==> src/rtl/kbd_pkg.sv <==
// Shared constants and helpers for the PS/2 keyboard port.
package kbd_pkg;

  // Scan-code prefixes and the two shift keys (scan code set 2)
  localparam logic [7:0] SC_BREAK  = 8'hF0;
  localparam logic [7:0] SC_EXT    = 8'hE0;
  localparam logic [7:0] SC_LSHIFT = 8'h12;
  localparam logic [7:0] SC_RSHIFT = 8'h59;

  // Field positions inside the CPU read word at 14'h1600
  localparam int RD_ASCII_LSB = 0;
  localparam int RD_ASCII_MSB = 7;
  localparam int RD_VALID     = 8;
  localparam int RD_OVF       = 9;

  // How the decoder treats an accepted byte
  typedef enum logic [1:0] {
    BK_NORMAL,
    BK_BREAK,
    BK_EXT,
    BK_SHIFT
  } byte_kind_e;

  function automatic byte_kind_e classify_scan(input logic [7:0] code);
    case (code)
      SC_BREAK:             return BK_BREAK;
      SC_EXT:               return BK_EXT;
      SC_LSHIFT, SC_RSHIFT: return BK_SHIFT;
      default:              return BK_NORMAL;
    endcase
  endfunction

endpackage

==> src/rtl/ps2_kbd_port_if.sv <==
// CPU-side view of the keyboard port: pop strobe in, read word and status out.
interface ps2_kbd_port_if;
  logic        pop;
  logic [31:0] rd_word;
  logic        not_empty;
  logic        frame_err;

  modport master (output pop, input rd_word, input not_empty, input frame_err);
  modport slave  (input pop, output rd_word, output not_empty, output frame_err);
endinterface

==> src/rtl/ps2_scan2ascii.sv <==
// Scan code set 2 make code to ASCII translation; hit=0 for keys with no character.
module ps2_scan2ascii (
  input  logic [7:0] scan,
  input  logic       shift,
  output logic [7:0] ascii,
  output logic       hit
);

  logic [7:0] lo;
  logic [7:0] hi;

  // Table lookup of unshifted and shifted characters
  always_comb begin
    lo  = 8'h00;
    hi  = 8'h00;
    hit = 1'b1;
    case (scan)
      8'h1C: {lo, hi} = "aA";
      8'h32: {lo, hi} = "bB";
      8'h21: {lo, hi} = "cC";
      8'h23: {lo, hi} = "dD";
      8'h24: {lo, hi} = "eE";
      8'h2B: {lo, hi} = "fF";
      8'h34: {lo, hi} = "gG";
      8'h33: {lo, hi} = "hH";
      8'h43: {lo, hi} = "iI";
      8'h3B: {lo, hi} = "jJ";
      8'h42: {lo, hi} = "kK";
      8'h4B: {lo, hi} = "lL";
      8'h3A: {lo, hi} = "mM";
      8'h31: {lo, hi} = "nN";
      8'h44: {lo, hi} = "oO";
      8'h4D: {lo, hi} = "pP";
      8'h15: {lo, hi} = "qQ";
      8'h2D: {lo, hi} = "rR";
      8'h1B: {lo, hi} = "sS";
      8'h2C: {lo, hi} = "tT";
      8'h3C: {lo, hi} = "uU";
      8'h2A: {lo, hi} = "vV";
      8'h1D: {lo, hi} = "wW";
      8'h22: {lo, hi} = "xX";
      8'h35: {lo, hi} = "yY";
      8'h1A: {lo, hi} = "zZ";
      8'h16: {lo, hi} = "1!";
      8'h1E: {lo, hi} = "2@";
      8'h26: {lo, hi} = "3#";
      8'h25: {lo, hi} = "4$";
      8'h2E: {lo, hi} = "5%";
      8'h36: {lo, hi} = "6^";
      8'h3D: {lo, hi} = "7&";
      8'h3E: {lo, hi} = "8*";
      8'h46: {lo, hi} = "9(";
      8'h45: {lo, hi} = "0)";
      8'h29: {lo, hi} = "  ";
      8'h5A: {lo, hi} = {8'h0D, 8'h0D};
      8'h66: {lo, hi} = {8'h08, 8'h08};
      8'h4E: {lo, hi} = "-_";
      8'h55: {lo, hi} = "=+";
      8'h54: {lo, hi} = "[{";
      8'h5B: {lo, hi} = "]}";
      8'h5D: {lo, hi} = "\\|";
      8'h4C: {lo, hi} = ";:";
      8'h52: {lo, hi} = "'\"";
      8'h41: {lo, hi} = ",<";
      8'h49: {lo, hi} = ".>";
      8'h4A: {lo, hi} = "/?";
      8'h0E: {lo, hi} = "`~";
      default: hit = 1'b0;
    endcase
  end

  assign ascii = shift ? hi : lo;

endmodule

==> src/rtl/ps2_kbd_port.sv <==
// PS/2 keyboard receiver, scan-code decoder and character FIFO read by the CPU.
module ps2_kbd_port
  import kbd_pkg::*;
#(
  parameter int DEPTH   = 16,
  parameter int TIMEOUT = 50000
) (
  input  logic          clk,
  input  logic          rst,
  input  logic          ps2_clk,
  input  logic          ps2_dat,
  ps2_kbd_port_if.slave cpu
);

  localparam int PTR_W = $clog2(DEPTH);
  localparam int CNT_W = $clog2(DEPTH + 1);
  localparam int TO_W  = $clog2(TIMEOUT + 1);
  localparam logic [TO_W-1:0]  TO_LAST = TO_W'(TIMEOUT - 1);
  localparam logic [CNT_W-1:0] CNT_FULL = CNT_W'(DEPTH);

  // Synchronizers and edge detector
  logic clk_s1_q, clk_s2_q, clk_s3_q;
  logic dat_s1_q, dat_s2_q;
  logic fe;

  // Frame receiver state
  logic [3:0]      bit_cnt_q, bit_cnt_d;
  logic [9:0]      frame_q, frame_d;
  logic [TO_W-1:0] to_q, to_d;
  logic [7:0]      byte_q, byte_d;
  logic            byte_vld_q, byte_vld_d;
  logic            err_q, err_d;

  // Decoder state
  logic brk_q, brk_d;
  logic ext_q, ext_d;
  logic shift_q, shift_d;
  logic push;
  logic [7:0] push_char;
  logic hit;

  // FIFO state
  logic [7:0]       mem_q [DEPTH];
  logic [PTR_W-1:0] wr_ptr_q, wr_ptr_d;
  logic [PTR_W-1:0] rd_ptr_q, rd_ptr_d;
  logic [CNT_W-1:0] count_q, count_d;
  logic             ovf_q, ovf_d;
  logic             do_push, do_pop, full, valid;
  logic [7:0]       head;
  logic [31:0]      rd_word;

  // Bring the PS/2 pins into the clk domain; idle-high reset avoids a false edge
  always_ff @(posedge clk or negedge rst) begin
    if (!rst) begin
      clk_s1_q <= 1'b1;
      clk_s2_q <= 1'b1;
      clk_s3_q <= 1'b1;
      dat_s1_q <= 1'b1;
      dat_s2_q <= 1'b1;
    end else begin
      clk_s1_q <= ps2_clk;
      clk_s2_q <= clk_s1_q;
      clk_s3_q <= clk_s2_q;
      dat_s1_q <= ps2_dat;
      dat_s2_q <= dat_s1_q;
    end
  end

  assign fe = clk_s3_q & ~clk_s2_q;

  // Shift in frame bits on each falling edge, check the frame on the stop bit, run the timeout
  always_comb begin
    bit_cnt_d  = bit_cnt_q;
    frame_d    = frame_q;
    to_d       = to_q;
    byte_d     = byte_q;
    byte_vld_d = 1'b0;
    err_d      = 1'b0;
    if (fe) begin
      to_d = '0;
      if (bit_cnt_q == 4'd10) begin
        bit_cnt_d = 4'd0;
        byte_d    = frame_q[8:1];
        if (!frame_q[0] && dat_s2_q && (^frame_q[9:1])) begin
          byte_vld_d = 1'b1;
        end else begin
          err_d = 1'b1;
        end
      end else begin
        frame_d   = {dat_s2_q, frame_q[9:1]};
        bit_cnt_d = bit_cnt_q + 4'd1;
      end
    end else if (bit_cnt_q != 4'd0) begin
      if (to_q == TO_LAST) begin
        to_d      = '0;
        bit_cnt_d = 4'd0;
        err_d     = 1'b1;
      end else begin
        to_d = to_q + TO_W'(1);
      end
    end else begin
      to_d = '0;
    end
  end

  // Receiver registers
  always_ff @(posedge clk or negedge rst) begin
    if (!rst) begin
      bit_cnt_q  <= 4'd0;
      frame_q    <= '0;
      to_q       <= '0;
      byte_q     <= 8'h00;
      byte_vld_q <= 1'b0;
      err_q      <= 1'b0;
    end else begin
      bit_cnt_q  <= bit_cnt_d;
      frame_q    <= frame_d;
      to_q       <= to_d;
      byte_q     <= byte_d;
      byte_vld_q <= byte_vld_d;
      err_q      <= err_d;
    end
  end

  ps2_scan2ascii u_scan2ascii (
    .scan  (byte_q),
    .shift (shift_q),
    .ascii (push_char),
    .hit   (hit)
  );

  // Track break/extend prefixes and shift, and decide whether an accepted byte makes a character
  always_comb begin
    brk_d   = brk_q;
    ext_d   = ext_q;
    shift_d = shift_q;
    push    = 1'b0;
    if (byte_vld_q) begin
      unique case (classify_scan(byte_q))
        BK_BREAK: brk_d = 1'b1;
        BK_EXT:   ext_d = 1'b1;
        BK_SHIFT: begin
          shift_d = ~brk_q;
          brk_d   = 1'b0;
          ext_d   = 1'b0;
        end
        default: begin
          push  = hit & ~brk_q & ~ext_q;
          brk_d = 1'b0;
          ext_d = 1'b0;
        end
      endcase
    end
  end

  // Decoder registers
  always_ff @(posedge clk or negedge rst) begin
    if (!rst) begin
      brk_q   <= 1'b0;
      ext_q   <= 1'b0;
      shift_q <= 1'b0;
    end else begin
      brk_q   <= brk_d;
      ext_q   <= ext_d;
      shift_q <= shift_d;
    end
  end

  assign valid  = (count_q != '0);
  assign full   = (count_q == CNT_FULL);
  assign do_pop = cpu.pop & valid;
  assign do_push = push & (~full | do_pop);

  // FIFO pointer, occupancy and sticky overflow bookkeeping
  always_comb begin
    wr_ptr_d = wr_ptr_q;
    rd_ptr_d = rd_ptr_q;
    count_d  = count_q;
    ovf_d    = ovf_q;
    if (do_push) wr_ptr_d = wr_ptr_q + PTR_W'(1);
    if (do_pop)  rd_ptr_d = rd_ptr_q + PTR_W'(1);
    case ({do_push, do_pop})
      2'b10:   count_d = count_q + CNT_W'(1);
      2'b01:   count_d = count_q - CNT_W'(1);
      default: count_d = count_q;
    endcase
    if (push && full && !do_pop) begin
      ovf_d = 1'b1;
    end else if (do_pop) begin
      ovf_d = 1'b0;
    end
  end

  // FIFO control registers
  always_ff @(posedge clk or negedge rst) begin
    if (!rst) begin
      wr_ptr_q <= '0;
      rd_ptr_q <= '0;
      count_q  <= '0;
      ovf_q    <= 1'b0;
    end else begin
      wr_ptr_q <= wr_ptr_d;
      rd_ptr_q <= rd_ptr_d;
      count_q  <= count_d;
      ovf_q    <= ovf_d;
    end
  end

  // Character storage; contents are only observed through count, so no reset is needed
  always_ff @(posedge clk) begin
    if (do_push) mem_q[wr_ptr_q] <= push_char;
  end

  assign head = valid ? mem_q[rd_ptr_q] : 8'h00;

  // Assemble the CPU read word
  always_comb begin
    rd_word = 32'h0;
    rd_word[RD_ASCII_MSB:RD_ASCII_LSB] = head;
    rd_word[RD_VALID] = valid;
    rd_word[RD_OVF]   = ovf_q;
  end

  assign cpu.rd_word   = rd_word;
  assign cpu.not_empty = valid;
  assign cpu.frame_err = err_q;

endmodule
==> src/flat_wrapper.sv <==
// flat-port wrapper written by rule: the top's interface ports become plain ports
module ps2_kbd_port_flat import kbd_pkg::*;
#(
  parameter int DEPTH   = 16,
  parameter int TIMEOUT = 50000
)
  (clk, rst, ps2_clk, ps2_dat, cpu_pop, cpu_rd_word, cpu_not_empty, cpu_frame_err);
  ps2_kbd_port_if cpu_i ();
  input  logic clk;
  input  logic rst;
  input  logic ps2_clk;
  input  logic ps2_dat;
  input wire logic [$bits(cpu_i.pop)-1:0] cpu_pop;
  output wire logic [$bits(cpu_i.rd_word)-1:0] cpu_rd_word;
  output wire logic [$bits(cpu_i.not_empty)-1:0] cpu_not_empty;
  output wire logic [$bits(cpu_i.frame_err)-1:0] cpu_frame_err;
  assign cpu_i.pop = cpu_pop;
  assign cpu_rd_word = cpu_i.rd_word;
  assign cpu_not_empty = cpu_i.not_empty;
  assign cpu_frame_err = cpu_i.frame_err;
  ps2_kbd_port #(.DEPTH(DEPTH), .TIMEOUT(TIMEOUT)) u_core (.clk(clk), .rst(rst), .ps2_clk(ps2_clk), .ps2_dat(ps2_dat), .cpu(cpu_i));
endmodule
==> config.mk <==
export PLATFORM = sky130hd
export DESIGN_NAME = ps2_kbd_port_flat
export DESIGN_NICKNAME = d
export VERILOG_FILES = /design/src/rtl/kbd_pkg.sv /design/src/rtl/ps2_kbd_port_if.sv /design/src/rtl/ps2_scan2ascii.sv /design/src/rtl/ps2_kbd_port.sv /design/src/flat_wrapper.sv
export SDC_FILE = /design/constraint.sdc
export NUM_CORES = 1
export LEC_CHECK = 0
export BUFFER_PORTS_ARGS = -buffer_cell sky130_fd_sc_hd__buf_2
export CAP_MARGIN = 20
export CORE_MARGIN = 10
export CORE_UTILIZATION = 61
export DETAILED_ROUTE_END_ITERATION = 6
export GPL_TIMING_DRIVEN = 0
export PLACE_DENSITY_LB_ADDON = 0.15
export SLEW_MARGIN = 25
export SYNTH_ARGS = -nofsm -noshare
export SYNTH_HDL_FRONTEND = slang
export SYNTH_SLANG_ARGS = --single-unit
export TNS_END_PERCENT = 5
==> constraint.sdc <==
create_clock -name clk -period 4.4 [get_ports clk]
set_clock_uncertainty 0.05 [all_clocks]
set_input_delay 0 -clock clk [delete_from_list [all_inputs] [get_ports clk]]
set_output_delay 0 -clock clk [all_outputs]
set_load 0.005 [all_outputs]
==> results.sh <==
export IMPL_nNetsFinal=786
export IMPL_drt_pass1_iterations=6
export IMPL_endpoint_kind="flop"
export IMPL_cts_tree="yes"
export IMPL_post_route_util_pct=68.89
export IMPL_antenna_found_initial=0
export IMPL_crit_start="u_core.byte_q[0]$_DFFE_PN0P_"
export IMPL_cp_arrival_ns=4.38
export IMPL_critical_path_slowest_cell="clkbuf_1"
export IMPL_worst_r2r_endpoint="u_core.count_q[4]$_DFFE_PN0P_"
export IMPL_synth_edf_count=112
export IMPL_fmax_mhz=241.1
export IMPL_setup_viol=0
export IMPL_crit_required_ns=4.63
export IMPL_die_area_sq_mm=0.01978
export IMPL_root_buffer="clkbuf_16"
export IMPL_grt_pass1_wl_um=33910
export IMPL_wl_per_cell_um=22.29
export IMPL_worstMarginPinSlew_ns=0.8659
export IMPL_syn_area_per_cell_sq_um=12.56
export IMPL_worstSetupStartpointType="flop"
export IMPL_clock_latency_ns=0.44
export IMPL_synth_seq_area_share_pct=55.43
export IMPL_setup_ws_ns=0.2515
export IMPL_synth_top_area_cell="edfxtp_1"
export IMPL_period_needed_ns=4.148
export IMPL_reg2regPathDepth=16
export IMPL_report_final_slew_viol_count=0
export IMPL_place_congestion=1.027
export IMPL_ant_nets=0
export IMPL_fin_crit_sh_pct=94.28
export IMPL_clock_sinks=174
export IMPL_regArea_sq_mm=0.004921
export IMPL_switching_share_pct=24.65
export IMPL_die_w_um=140.6
export IMPL_n_antenna_cell=0
export IMPL_p_clk_share_pct=39.5
export IMPL_r2r_setup_slack_ns=0.25
export IMPL_rows=44
export IMPL_nFillCells=999
export IMPL_status="finished clean"
export IMPL_slowest_delay_ns=0.53
export IMPL_chipHeight_um=140.6
export IMPL_intPower_mw=2.618
export IMPL_cts_clk_slew_worst_paths_ns=0.07
export IMPL_grt_ovfl_total=0
export IMPL_layout_drive_gt1_share_pct=20.36
export IMPL_multiInputGateArea_sq_mm=0.003636
export IMPL_numPortBuffers=14
export IMPL_leakagePower_nw=3.591
export IMPL_synthCells=707
export IMPL_coreArea_sq_mm=0.01437
export IMPL_fin_setup_tns_ns=0
export IMPL_first_global_vias=6003
export IMPL_numCtsBuffers=17
export IMPL_post_cts_setup_buffers=0
export IMPL_synth_async_reset_ratio_pct=35.63
export IMPL_crit_type="reg -> reg"
export IMPL_holdWs_ns=0.1440
export IMPL_vias=6034
export IMPL_wl_um=21510
export IMPL_cap_violations=0
export IMPL_synth_top_area_share_pct=37.89
export IMPL_dp_cells=928
export IMPL_min_path_type="in -> async"
export IMPL_cp_max_fo=10
export IMPL_globalRouteTotalUtil_pct=21.97
export IMPL_netlist_area_sq_mm=0.008877
export IMPL_hold_violations=0
export IMPL_final_cells=965
export IMPL_post_dp_hpwl_um=15150
export IMPL_pre_cts_slack_ns=0.1589
export IMPL_crit_path_cell_trace="clkbuf_1 -> nor2_1 -> o2111ai_2 -> o211ai_2 -> a2111oi_4 -> nand4_2 -> and2_1 -> buf_6 -> nor2_2 -> ha_1 -> a21o_1 -> a21oi_1 -> nor3_1 -> nand2_1 -> o22a_1 -> o311ai_0"
export IMPL_peakVddDrop_v=0.0002519
export IMPL_cts_max_level=4
export IMPL_p_comb_share_pct=8.1
export IMPL_grt_max_degree=63
export IMPL_p_per_area_mw_per_mm2=351.1
export IMPL_ys_seq_elements=174
export IMPL_start_util_pct=61.78
export IMPL_drtIter0Drc=698
export IMPL_synth_distinct_cells=78
export IMPL_synth_flop_cell="edfxtp_1"
export IMPL_viasPerCell=6.253
export IMPL_slew_limit_headroom_pct=41.46
export IMPL_pin_count=39
export IMPL_p_sw_uw=856.8
export IMPL_route_detailed_drc=0
export IMPL_yosys_warnings=0
export IMPL_r2r_start="u_core.byte_q[0]$_DFFE_PN0P_"
export IMPL_rsz0062_at_grt="false"
export IMPL_clk_path_buf_depth=2
export IMPL_sequentialPowerShare_pct=52.4
export IMPL_synthTopCellsByArea="edfxtp_1 38%, dfrtp_1 16%, mux4_2 8.9%"
export IMPL_area_growth_pct=11.50
## worst max-delay path: cells and delay by family, from the launching register on
| kind | cells | cell delay (ns) |
|---|---|---|
| buffers and inverters | 2 | 0.67 |
| AO/OA/AOI/OAI | 7 | 1.39 |
| adder cells (fa/ha/maj) | 1 | 0.31 |
| flip-flops | 1 | 0.44 |
| AND/OR/NAND/NOR | 6 | 1.13 |
## layout make-up
class                      instances  area share (%)
timing repair buffer              20           1.289
buffer                            71           4.058
inverter                          11          0.4171
multi-input combinational        473           36.73
clock buffer                      18           4.336
clock inverter                    14           1.125
tap                              184           2.326
sequential                       174           49.72
## worst max-delay path by stage
stage	cells past startpoint	end	slack [ns]
2_1_floorplan	17	u_core.count_q[4]$_DFFE_PN0P_	0.92
3_3_place_gp	17	u_core.count_q[4]$_DFFE_PN0P_	0.26
3_5_place_dp	17	u_core.count_q[4]$_DFFE_PN0P_	0.16
4_1_cts	17	u_core.count_q[4]$_DFFE_PN0P_	0.10
5_1_grt	17	u_core.count_q[4]$_DFFE_PN0P_	0.05
6_report	16	u_core.count_q[4]$_DFFE_PN0P_	0.25
## layout by cell type, fill, tap and decap left out, types with 12 or more instances in the layout
cell	count
ha_1	12
clkbuf_16	17
and2_1	20
mux4_2	35
xor2_1	15
nor2_1	38
xnor2_1	19
nor2b_1	13
buf_4	30
nand2_1	74
a21oi_1	14
edfxtp_1	112
buf_2	28
clkbuf_1	23
nor3_1	13
o21ai_0	25
dfrtp_1	57
conb_1	23
nand3_1	16
## what timing repair did
action | in CTS | in global routing
hold endpoints to repair | 60 | 0
endpoints found under the setup margin | 0 | 1
resized for setup | 0 | 3
hold buffers | 4 | 0
## per-stage QoR
stage / power (mW) / instance area [sq um]
2_1_floorplan: 2.043 / 8960
3_5_place_dp: 2.126 / 9286
5_1_grt: 3.604 / 9898
4_1_cts: 3.492 / 9867
3_3_place_gp: 2.115 / 9260
6_report: 3.475 / 9898
## flip-flops by register name, summed over array words and instances, names as in the netlist, 4 cells and up
signal	flops
u_core.rd_ptr_q	4
u_core.count_q	5
u_core.byte_q	8
u_core.bit_cnt_q	4
u_core.mem_q	112
u_core.to_q	16
u_core.wr_ptr_q	4
u_core.frame_q	10
## layer usage
| metal | GRT usage [%] | part of all wire [%] |
|---|---|---|
| met1 | 26.92 | 40 |
| met2 | 37.09 | 52 |
| met3 | 4.938 | 6.1 |
| met4 | 8.424 | 2.5 |
| met5 | 0 | 0 |
## power groups by stage
stage | Combinational, mW | Sequential, mW | Clock, mW
6_report | 0.280 | 1.82 | 1.37
5_1_grt | 0.315 | 1.83 | 1.46
4_1_cts | 0.279 | 1.82 | 1.39
3_5_place_dp | 0.272 | 1.85 | 0
3_3_place_gp | 0.263 | 1.85 | 0
2_1_floorplan | 0.203 | 1.84 | 0
## synth_stat cells, types with 6 or more instances
library cell  count
buf_2            15
ha_1             12
buf_4            27
mux4_2           35
nor2_1           39
nand3_1          16
inv_1            11
xor2_1           15
edfxtp_1        112
dfrtp_1          57
nor3_1           17
and2_1           20
o21ai_0          26
a31oi_1          10
nand2_1          74
xnor2_1          19
a21oi_1          14
nor2b_1          13
nand2b_1         11
and3_1            9
clkbuf_1         22
nor4_1            6
nand4_1           9
nor3b_1           8
## logic make-up (layout without fill, tap and decap cells)
family / Yosys count / count (layout) / synth area share [%]
muxes: 45 / 45 / 10.33
AOI/OAI and AO/OA: 99 / 99 / 7.978
and+or+nand+nor: 259 / 259 / 15.95
other: 1 / 23 / 0.04224
buffers and inverters: 82 / 134 / 4.989
xor gates and xnor gates: 34 / 34 / 3.355
adders and majority gates: 13 / 13 / 1.917
DFF: 174 / 174 / 55.43
Power figures use the tool's default switching activity.
